**src/rtl/mem_access_stage.sv**
```systemverilog
// mem_access_stage: MEM pipeline stage with a single-outstanding req/ack data-memory port and MEM/WB register.
// Latency: non-memory ops 1 cycle; memory ops 1 issue cycle + bus wait, write-back on the ack edge.
// Backpressure: stall_out (combinational) freezes upstream while an access is issuing or waiting for dm_ack.
//
// Ports:
//   clk, rst_n                         clock, async active-low reset
//   wen_in, mem_write_in, mem_read_in,
//   mem_to_reg_in, jal_in              control from the EXE/MEM register
//   rdata2_in, result_in               store data, ALU result / memory address
//   waddr_in, PC_jal_in                destination register, link address
//   dm_req, dm_we, dm_addr, dm_wdata   data-memory request (held stable until ack)
//   dm_rdata, dm_ack                   read data and one-cycle completion strobe
//   stall_out                          upstream freeze
//   wen_out, waddr_out, wb_data_out    registered MEM/WB payload
//   err_out                            registered one-cycle bus-timeout pulse
//
// Optional feature: define MEM_TIMEOUT_EN to abandon an access after TIMEOUT_CYCLES
// wait cycles without dm_ack. Without it, WAIT lasts until dm_ack and err_out is 0.

`ifndef DSIZE
`define DSIZE 32
`endif
`ifndef ASIZE
`define ASIZE 5
`endif
`ifndef ISIZE
`define ISIZE 32
`endif

module mem_access_stage #(
   parameter int unsigned TIMEOUT_CYCLES = 255
) (
   input  logic              clk,
   input  logic              rst_n,
   input  logic              wen_in,
   input  logic              mem_write_in,
   input  logic              mem_read_in,
   input  logic              mem_to_reg_in,
   input  logic              jal_in,
   input  logic [`DSIZE-1:0] rdata2_in,
   input  logic [`DSIZE-1:0] result_in,
   input  logic [`ASIZE-1:0] waddr_in,
   input  logic [`ISIZE-1:0] PC_jal_in,
   output logic              dm_req,
   output logic              dm_we,
   output logic [`DSIZE-1:0] dm_addr,
   output logic [`DSIZE-1:0] dm_wdata,
   input  logic [`DSIZE-1:0] dm_rdata,
   input  logic              dm_ack,
   output logic              stall_out,
   output logic              wen_out,
   output logic [`ASIZE-1:0] waddr_out,
   output logic [`DSIZE-1:0] wb_data_out,
   output logic              err_out
);

   if (TIMEOUT_CYCLES == 0 || TIMEOUT_CYCLES > 255) begin : g_bad_timeout
      $error("mem_access_stage: TIMEOUT_CYCLES must be in 1..255");
   end

   typedef enum logic {S_IDLE, S_WAIT} state_t;

   state_t              state_q, state_d;
   logic                dm_req_q, dm_req_d;
   logic                dm_we_q, dm_we_d;
   logic [`DSIZE-1:0]   dm_addr_q, dm_addr_d;
   logic [`DSIZE-1:0]   dm_wdata_q, dm_wdata_d;
   logic                wen_out_q, wen_out_d;
   logic [`ASIZE-1:0]   waddr_out_q, waddr_out_d;
   logic [`DSIZE-1:0]   wb_data_q, wb_data_d;
   // Write-back fields of the instruction in flight; the address doubles as its ALU result.
   logic                h_wen_q, h_wen_d;
   logic [`ASIZE-1:0]   h_waddr_q, h_waddr_d;
   logic                h_m2r_q, h_m2r_d;
   logic                h_jal_q, h_jal_d;
   logic [`ISIZE-1:0]   h_pc_q, h_pc_d;

   logic                mem_op;
   logic                timeout_hit;
   logic                stall_c;

   // jal has priority over a load result.
   function automatic logic [`DSIZE-1:0] wb_sel(input logic              jal,
                                                input logic [`ISIZE-1:0] pc,
                                                input logic              m2r,
                                                input logic [`DSIZE-1:0] rdata,
                                                input logic [`DSIZE-1:0] alu);
      if (jal)      return `DSIZE'(pc);
      else if (m2r) return rdata;
      else          return alu;
   endfunction

   // A read+write combination is issued as a write.
   assign mem_op = mem_read_in | mem_write_in;

`ifdef MEM_TIMEOUT_EN
   logic [7:0] cnt_q, cnt_d;
   logic       err_q, err_d;

   assign timeout_hit = (state_q == S_WAIT) && (cnt_q == 8'(TIMEOUT_CYCLES));

   always_comb begin
      cnt_d = cnt_q;
      err_d = 1'b0;
      if (state_q == S_IDLE) begin
         if (mem_op) cnt_d = 8'd0;
      end else if (!dm_ack) begin
         // ack on the timeout edge completes normally, so it suppresses the error.
         if (timeout_hit) err_d = 1'b1;
         else             cnt_d = cnt_q + 8'd1;
      end
   end

   always_ff @(posedge clk or negedge rst_n) begin
      if (!rst_n) begin
         cnt_q <= 8'd0;
         err_q <= 1'b0;
      end else begin
         cnt_q <= cnt_d;
         err_q <= err_d;
      end
   end

   assign err_out = err_q;
`else
   assign timeout_hit = 1'b0;
   assign err_out     = 1'b0;
`endif

   always_comb begin
      state_d     = state_q;
      dm_req_d    = dm_req_q;
      dm_we_d     = dm_we_q;
      dm_addr_d   = dm_addr_q;
      dm_wdata_d  = dm_wdata_q;
      wen_out_d   = wen_out_q;
      waddr_out_d = waddr_out_q;
      wb_data_d   = wb_data_q;
      h_wen_d     = h_wen_q;
      h_waddr_d   = h_waddr_q;
      h_m2r_d     = h_m2r_q;
      h_jal_d     = h_jal_q;
      h_pc_d      = h_pc_q;
      stall_c     = 1'b0;

      case (state_q)
         S_IDLE: begin
            if (mem_op) begin
               stall_c    = 1'b1;
               state_d    = S_WAIT;
               dm_req_d   = 1'b1;
               dm_we_d    = mem_write_in;
               dm_addr_d  = result_in;
               dm_wdata_d = rdata2_in;
               wen_out_d  = 1'b0;
               h_wen_d    = wen_in;
               h_waddr_d  = waddr_in;
               h_m2r_d    = mem_to_reg_in;
               h_jal_d    = jal_in;
               h_pc_d     = PC_jal_in;
            end else begin
               wen_out_d   = wen_in;
               waddr_out_d = waddr_in;
               wb_data_d   = wb_sel(jal_in, PC_jal_in, mem_to_reg_in, dm_rdata, result_in);
            end
         end
         S_WAIT: begin
            // Release upstream on the timeout edge too, so the failed access is dropped
            // instead of being reissued from a still-frozen EXE/MEM register.
            stall_c = ~(dm_ack | timeout_hit);
            if (dm_ack) begin
               state_d     = S_IDLE;
               dm_req_d    = 1'b0;
               wen_out_d   = h_wen_q;
               waddr_out_d = h_waddr_q;
               wb_data_d   = wb_sel(h_jal_q, h_pc_q, h_m2r_q, dm_rdata, dm_addr_q);
            end else if (timeout_hit) begin
               state_d   = S_IDLE;
               dm_req_d  = 1'b0;
               wen_out_d = 1'b0;
            end else begin
               wen_out_d = 1'b0;
            end
         end
         default: state_d = S_IDLE;
      endcase
   end

   assign stall_out = rst_n & stall_c;

   always_ff @(posedge clk or negedge rst_n) begin
      if (!rst_n) begin
         state_q     <= S_IDLE;
         dm_req_q    <= 1'b0;
         dm_we_q     <= 1'b0;
         dm_addr_q   <= '0;
         dm_wdata_q  <= '0;
         wen_out_q   <= 1'b0;
         waddr_out_q <= '0;
         wb_data_q   <= '0;
         h_wen_q     <= 1'b0;
         h_waddr_q   <= '0;
         h_m2r_q     <= 1'b0;
         h_jal_q     <= 1'b0;
         h_pc_q      <= '0;
      end else begin
         state_q     <= state_d;
         dm_req_q    <= dm_req_d;
         dm_we_q     <= dm_we_d;
         dm_addr_q   <= dm_addr_d;
         dm_wdata_q  <= dm_wdata_d;
         wen_out_q   <= wen_out_d;
         waddr_out_q <= waddr_out_d;
         wb_data_q   <= wb_data_d;
         h_wen_q     <= h_wen_d;
         h_waddr_q   <= h_waddr_d;
         h_m2r_q     <= h_m2r_d;
         h_jal_q     <= h_jal_d;
         h_pc_q      <= h_pc_d;
      end
   end

   assign dm_req      = dm_req_q;
   assign dm_we       = dm_we_q;
   assign dm_addr     = dm_addr_q;
   assign dm_wdata    = dm_wdata_q;
   assign wen_out     = wen_out_q;
   assign waddr_out   = waddr_out_q;
   assign wb_data_out = wb_data_q;

endmodule

```
**config.mk**
```make
export PLATFORM = sky130hd
export DESIGN_NAME = mem_access_stage
export DESIGN_NICKNAME = d
export VERILOG_FILES = /design/src/rtl/mem_access_stage.sv
export SDC_FILE = /design/constraint.sdc
export NUM_CORES = 1
export LEC_CHECK = 0
export BUFFER_PORTS_ARGS = -buffer_cell sky130_fd_sc_hd__buf_2
export CAP_MARGIN = 20
export CORE_MARGIN = 2
export CORE_UTILIZATION = 52
export CTS_BUF_LIST = sky130_fd_sc_hd__clkbuf_4
export CTS_CLUSTER_DIAMETER = 100
export DETAILED_ROUTE_END_ITERATION = 8
export GPL_TIMING_DRIVEN = 0
export PLACE_DENSITY = 0.84
export SYNTH_ARGS = -nofsm -noshare
export SYNTH_HDL_FRONTEND = slang
export SYNTH_SLANG_ARGS = --single-unit
```
**constraint.sdc**
```tcl
create_clock -name clk -period 1.72 [get_ports clk]
set_input_delay 0.344 -clock clk [delete_from_list [all_inputs] [get_ports clk]]
set_output_delay 0.344 -clock clk [all_outputs]
set_load 0.03 [all_outputs]
```
==> run metrics, run 1 <==
unique cell type count in the Yosys netlist 22; transition time of the tightest slew-check pin 0.575 ns; clock share of power 22.0%; pre-CTS setup slack -0.353 ns; Worst Path Class, Setup reg2out; crit path time final 2.05 ns; share of power burned in registers 39.2%; summed instance area of the synthesized netlist 0.00728 sq mm; utilization after layout 71.8%; path class of the lowest-slack min-delay path in2async; internal power consumption 7.53 mW; global-route wire length before repair 33400 um; average detailed-routed wire length per instance 19.6 um; Mapped Cells 586; outcome finished, violations left; worst slew margin relative to its limit 61.6%; leading cell type in the layout, fill and taps excluded sky130_fd_sc_hd__buf_2; Yosys warning total 0; violated checks negative hold slack, negative setup slack; largest net degree at the start of global routing 88; aggregate routed wire length 21900 um; drt via density 5.56; CTS Buf Count 17; remaining design rule violation count 0; largest area contributor in the netlist sky130_fd_sc_hd__dfrtp_1; Gate power share 38.8%; type of element launching the critical path register; area fraction of the dominant cell type after synthesis 49.9%; worst reg2reg setup slack 0.05 ns; final clock period utilization by the worst path 119%; count of routing violations after the opening detailed-route iteration 362; number of nets in the layout 1067; leakage power summed over all cells 4.43 nW; Sink Count 145; horizontal die dimension 122 um; Reg-to-Reg End wb_data_out[20]; Longest Clk Path Bufs 2; clock latency on the worst-skew pair 0.56 ns; Required @ worst endpoint 1.38 ns; placed wire-length estimate after detailed placement 14500 um; setup repair after global routing missed its margin yes; Switching Share 37.2%; simple logic cell fraction of the synthesized area 8.44%; Power Dens Cells 1210 mW/mm^2; Max Freq 488 MHz; source of the critical timing path state_q; Placement Rows 43; worst-case setup margin in the final layout -0.331 ns; reg2reg start state_q; GRT Util Overall 29.4%; Final Hold Viols 59; first-pass iteration count of the detailed router 4; most used cells in the layout excluding fill and tap cells sky130_fd_sc_hd__buf_2 (267), sky130_fd_sc_hd__dfrtp_1 (145), sky130_fd_sc_hd__mux2_2 (130), sky130_fd_sc_hd__dlygate4sd3_1 (72), sky130_fd_sc_hd__o211ai_1 (64); leading cell types by total area after synthesis sky130_fd_sc_hd__dfrtp_1 (50%), sky130_fd_sc_hd__mux2_2 (20%), sky130_fd_sc_hd__o211ai_1 (6.6%); portion of netlist area occupied by mux cells 26.8%; crit path DAT 1.71 ns; area share of xor/xnor cells in the synthesized design 0%; CTS tree yes; Finish-stage setup viols 1; sequential element share of the synthesized area 49.9%; R2R depth 5; worst IR drop on VDD 0.000766 V; compound-gate portion of the synthesized area 10.0%; critical path peak fanout 3; CTS Root Cell sky130_fd_sc_hd__clkbuf_4; area growth from synthesis to layout 35.9%; die boundary height 122 um; via count 6211; core box area 0.0138 sq mm; capturing instance or port of the critical path stall_out; max-slew violation count 0; Syn Nets 727; clock transition at the registers of the reported paths 0.12 ns; antenna diode count 0; IO Count 247; capturing element type of the critical path primary output; antenna violations before repair 0; post-route antenna net violation count 0; post-synthesis share of cell area spent on full adders, half adders and majority gates 0%; H-tree depth reported by CTS 4; die footprint 0.0150 sq mm; PortBufs 243; share of post-route cells with drive strength above 1 48.9%; max-capacitance violation count 0; synthesized area per cell 12.4 sq um; effective utilization at floorplan 52.8%; synthesis-stage register bit count 145; main combinational cell family by area after synthesis multiplexers; vias in the first global route 6578; global route overflow 0; final setup skew 0.0132 ns; final-layout worst hold slack -0.252 ns; NetSw 4.46 mW; final weighted congestion in routability-driven placement 0.843
[worst max-delay path, cell delays in order (launching register included)]
cell	delay [ns]
sky130_fd_sc_hd__dfrtp_1	0.43
sky130_fd_sc_hd__and2_4	0.15
sky130_fd_sc_hd__or2_4	0.26
sky130_fd_sc_hd__inv_2	0.05
sky130_fd_sc_hd__and2_4	0.14
sky130_fd_sc_hd__buf_6	0.12
[area by class of cell]
cell class	count	area [sq um]
buffer	52	339
clock buffer	18	135
clock inverter	13	215
fill	968	3880
inverter	3	11.3
multi-input combinational	385	3310
sequential	145	3630
tap	180	225
timing repair buffer	322	2020
[how the worst min path moves through the flow]
stage | cells after the start | endpoint | slack [ns] | startpoint
finish | 1 | h_pc_q[18] | -0.25 | rst_n
global route | 1 | dm_addr[20] | -0.24 | rst_n
CTS | 1 | h_pc_q[18] | -0.28 | rst_n
detailed placement | 1 | h_pc_q[18] | 0.35 | rst_n
global placement | 1 | dm_wdata[8] | 0.47 | dm_wdata[8]
floorplan | 0 | dm_addr[0] | 0.05 | rst_n
[metrics by stage]
| step | power, mW | setup TNS (ns) | area [sq um] | instances |
|---|---|---|---|---|
| global route | 12.6 | -0.409 | 9890 | 1118 |
| global placement | 9.07 | -262.06 | 8720 | 1009 |
| finish | 12.0 | -0.331 | 9890 | 1118 |
| detailed placement | 9.20 | -1.92 | 8750 | 1010 |
| CTS | 12.0 | -0.458 | 9850 | 1115 |
| floorplan | 7.74 | 0 | 7280 | 586 |
[sequential cells by signal, summed over array words and instances, names as in the netlist]
signal,count
h_jal_q,1
wb_data_out,32
dm_req,1
wen_out,1
h_pc_q,32
h_waddr_q,5
dm_addr,32
dm_wdata,32
h_wen_q,1
waddr_out,5
h_m2r_q,1
state_q,1
dm_we,1
[power by group through the flow]
stage          clock, mW  combinational (mW)  sequential, mW
2_1_floorplan          0                1.82            5.92
3_3_place_gp           0                4.38            4.69
3_5_place_dp           0                4.46            4.73
4_1_cts             2.68                4.62            4.67
5_1_grt             2.84                4.97            4.79
6_report            2.63                4.65            4.70
[logic make-up (layout without fill, tap and decap cells)]
logic type / Yosys count / count (layout)
muxes: 174 / 174
and+or+nand+nor: 106 / 106
buffers and inverters: 56 / 408
DFF: 145 / 145
AOI/OAI and AO/OA: 104 / 104
other: 1 / 1
[synthesized netlist by cell type]
library cell	count
sky130_fd_sc_hd__or2b_1	1
sky130_fd_sc_hd__a21oi_1	6
sky130_fd_sc_hd__dfrtp_1	145
sky130_fd_sc_hd__inv_1	2
sky130_fd_sc_hd__or2_1	1
sky130_fd_sc_hd__buf_6	12
sky130_fd_sc_hd__conb_1	1
sky130_fd_sc_hd__clkbuf_1	10
sky130_fd_sc_hd__buf_4	4
sky130_fd_sc_hd__buf_2	27
sky130_fd_sc_hd__a31oi_1	32
sky130_fd_sc_hd__o21ai_2	1
sky130_fd_sc_hd__a32o_1	1
sky130_fd_sc_hd__mux2i_1	5
sky130_fd_sc_hd__nor3_1	38
sky130_fd_sc_hd__inv_2	1
sky130_fd_sc_hd__mux2_2	130
sky130_fd_sc_hd__nand2b_1	63
sky130_fd_sc_hd__o211ai_1	64
sky130_fd_sc_hd__nor2_1	1
sky130_fd_sc_hd__and2_1	2
sky130_fd_sc_hd__mux2_1	39
[metal layers]
layer | vias to the layer above | part of all wire, % | global-route usage [%]
met5 | - | 0 | 0
met4 | 0 | 2.7 | 12.1
met3 | 52 | 7.8 | 7.99
met2 | 269 | 49 | 50.6
met1 | 3049 | 40 | 34.7
li1 | 2841 | - | -
[timing repair]
item	CTS	global route
endpoints found under the hold margin	130	60
pin swaps	2	2
endpoints found under the setup margin	1	43
cloned	0	0
hold buffers	71	1
resized for setup	7	7
buffers inserted	3	3
(Power assumes the default switching activity.)
==> inputs of run 2 (changes only) <==
Settings changed: ABC_AREA set to 1, CORE_UTILIZATION 52 to 47, GPL_ROUTABILITY_DRIVEN set to 0, PLACE_DENSITY 0.84 to 0.8.
Clock period 1.72 ns to 1.8 ns, I/O delays scaled along.
==> run 2 against run 1 <==
Net effect:
- final cell count increased by 43%
- sequential power decreased by 5.1%
- design area increased by 2.0%
- setup slack improved by 0.28 ns
- sequential share of layout area decreased by 0.71 points
- the flow finishes with violations (negative setup slack)
==> run metrics, run 2 <==
core box area 0.0152 sq mm (+10%); max-slew violation count 0 (unchanged); reg2reg start state_q; antenna violations before repair 1 (+1); CTS tree yes; vias in the first global route 7930 (+21%); Max Freq 541 MHz; worst slew margin relative to its limit 58.0% (-3.6 points); final sum of negative setup slack -0.0475 ns (+0.284 ns); global-route wire length before repair 40200 um (+20%); synthesis-stage register bit count 145 (unchanged); final cell count without fillers 1597 (+43%); Required @ worst endpoint 1.44 ns (+0.06 ns); first-pass iteration count of the detailed router 5 (+1); ys async rst share 100% (unchanged); area growth from synthesis to layout 37.6%; CTS Root Cell sky130_fd_sc_hd__clkbuf_4; clock latency on the worst-skew pair 0.57 ns (about the same); sequential element share of the synthesized area 49.5% (-0.35 points); final setup skew 0.0130 ns (-0.000127 ns); die footprint 0.0166 sq mm (+11%); die boundary height 129 um (+5.4%); most frequent cell after synthesis sky130_fd_sc_hd__nand2_1; Placement Rows 45 (+4.7%); min-delay src result_in[0]; clock transition at the registers of the reported paths 0.13 ns (about the same); type of element launching the critical path register; average detailed-routed wire length per instance 16.1 um (-18%); leading cell types by total area after synthesis sky130_fd_sc_hd__dfrtp_1 (50%), sky130_fd_sc_hd__nand2_1 (29%), sky130_fd_sc_hd__nand3_1 (4.4%); largest net degree at the start of global routing 51 (-42%); area fraction of the dominant cell type after synthesis 49.5% (-0.35 points); dominant register cell in the synthesized netlist sky130_fd_sc_hd__dfrtp_1; path class of the lowest-slack min-delay path in2reg; capturing element type of the critical path primary output; share of post-route cells with drive strength above 1 24.6% (-24 points); final clock period utilization by the worst path 103%; CTS Buf Count 17 (unchanged); synthesized area per cell 7.02 sq um (-43%); worst-case setup margin in the final layout -0.0475 ns (+0.284 ns); horizontal die dimension 129 um (+5.4%); post-route antenna net violation count 0 (unchanged); Longest Clk Path Bufs 2 (unchanged); via count 8142 (+31%); Syn Nets 1185 (+63%); Reg-to-Reg End wb_data_out[18]; Final Hold Viols 0 (-100%); number of enable-type register cells in the synthesized netlist 0 (unchanged); number of nets in the layout 1536 (+44%); Yosys warning total 0 (unchanged); R2R depth 10 (+5); final-layout worst hold slack 0.0494 ns (+0.302 ns); aggregate routed wire length 25600 um (+17%); violated checks negative setup slack; GRT Util Overall 31.6% (+2.2 points); worst IR drop on VDD 0.000657 V (-14%); Post-Place Cell Area 0.00881 sq mm (+0.70%); leading cell type in the layout, fill and taps excluded sky130_fd_sc_hd__nand2_1; max-capacitance violation count 0 (unchanged); Cell Count Post-Placement 1476 (+46%); final non-filler cell area 0.0101 sq mm (+2.0%); Power Dens Cells 1090 mW/mm^2 (-10%); most used cells in the layout excluding fill and tap cells sky130_fd_sc_hd__nand2_1 (571), sky130_fd_sc_hd__buf_2 (279), sky130_fd_sc_hd__dfrtp_1 (145), sky130_fd_sc_hd__dlygate4sd3_1 (79), sky130_fd_sc_hd__nand3_1 (64); Sink Count 145 (unchanged); placed wire-length estimate after detailed placement 17000 um (+18%); drt via density 5.10 (-8.2%); crit path DAT 1.49 ns (-0.22 ns); effective utilization at floorplan 48.2% (-4.6 points); IO Count 247 (unchanged); global route overflow 0 (unchanged); hold worst-path end dm_addr[0]; worst reg2reg setup slack 0.10 ns (+0.05 ns); summed instance area of the synthesized netlist 0.00733 sq mm (+0.70%); largest area contributor in the netlist sky130_fd_sc_hd__dfrtp_1; number of instances on the worst hold path 3; remaining design rule violation count 0 (unchanged); H-tree depth reported by CTS 4 (unchanged); critical path peak fanout 4 (+1); leakage power summed over all cells 5.80 nW (+31%); Worst Path Class, Setup reg2out; outcome finished, violations left; PortBufs 243 (unchanged); unique cell type count in the Yosys netlist 20 (-9.1%); Finish-stage setup viols 1 (unchanged); transition time of the tightest slew-check pin 0.630 ns (+0.0542 ns); power after layout 11.0 mW (-8.2%); setup repair after global routing missed its margin yes; Mapped Cells 1044 (+78%); count of routing violations after the opening detailed-route iteration 774 (+110%); crit path time final 1.85 ns; ranking of synthesized cells by instance count sky130_fd_sc_hd__nand2_1 (573), sky130_fd_sc_hd__dfrtp_1 (145), sky130_fd_sc_hd__nand3_1 (64)
run 2: kinds of logic after synthesis:
logic type	synth area share [%]
AOI/OAI and AO/OA	5.84
buffers and inverters	7.46
DFF	49.5
other	0.0512
and+or+nand+nor	37.1
run 2: layer usage:
layer | global-route usage, % | share of wire [%]
met1 | 38.9 | 41
met2 | 53.8 | 48
met3 | 7.73 | 8.7
met4 | 12.4 | 2.9
met5 | 0 | 0
run 2: final cells by class:
class,count,area (sq um)
inverter,52,203
clock inverter,13,138
clock buffer,19,143
tap,188,235
antenna,1,2.50
buffer,65,348
sequential,145,3630
multi-input combinational,781,3180
timing repair buffer,333,2210
fill,1258,5120
run 2: worst max path at each step:
stage / startpoint / slack [ns] / endpoint
finish: state_q / -0.05 / stall_out
global route: state_q / -0.12 / stall_out
CTS: state_q / -0.12 / stall_out
detailed placement: rst_n / -0.20 / stall_out
global placement: rst_n / -1.87 / stall_out
floorplan: state_q / 0.20 / stall_out
run 2: per-stage QoR:
stage / setup WS [ns] / util, %
finish: -0.0475 / 66.3
global route: -0.118 / 66.3
CTS: -0.123 / 66.1
detailed placement: -0.203 / 58.0
global placement: -1.87 / 57.8
floorplan: 0.196 / -
run 2: timing repair:
item	in CTS	in global routing
hold endpoints to repair	121	0
buffers inserted	3	3
endpoints found under the setup margin	1	1
hold buffers	82	0
gates resized for setup	9	3
pin swaps	1	1
cloned	1	0
run 2: power breakdown:
| part | total, mW | switching, mW | internal [mW] |
|---|---|---|---|
| Combinational | 4.43 | 3.01 | 1.42 |
| Sequential | 4.46 | 0.470 | 3.99 |
| Clock | 2.11 | 1.26 | 0.855 |
| Total | 11.0 | 4.74 | 6.27 |
run 2: worst max-delay path, stage by stage, from the launching register on:
cell and delay [ns]:
sky130_fd_sc_hd__dfrtp_1 0.41, sky130_fd_sc_hd__buf_6 0.14, sky130_fd_sc_hd__inv_8 0.05, sky130_fd_sc_hd__nand2_4 0.05
sky130_fd_sc_hd__nand2_4 0.09, sky130_fd_sc_hd__nor2_4 0.04, sky130_fd_sc_hd__buf_6 0.13
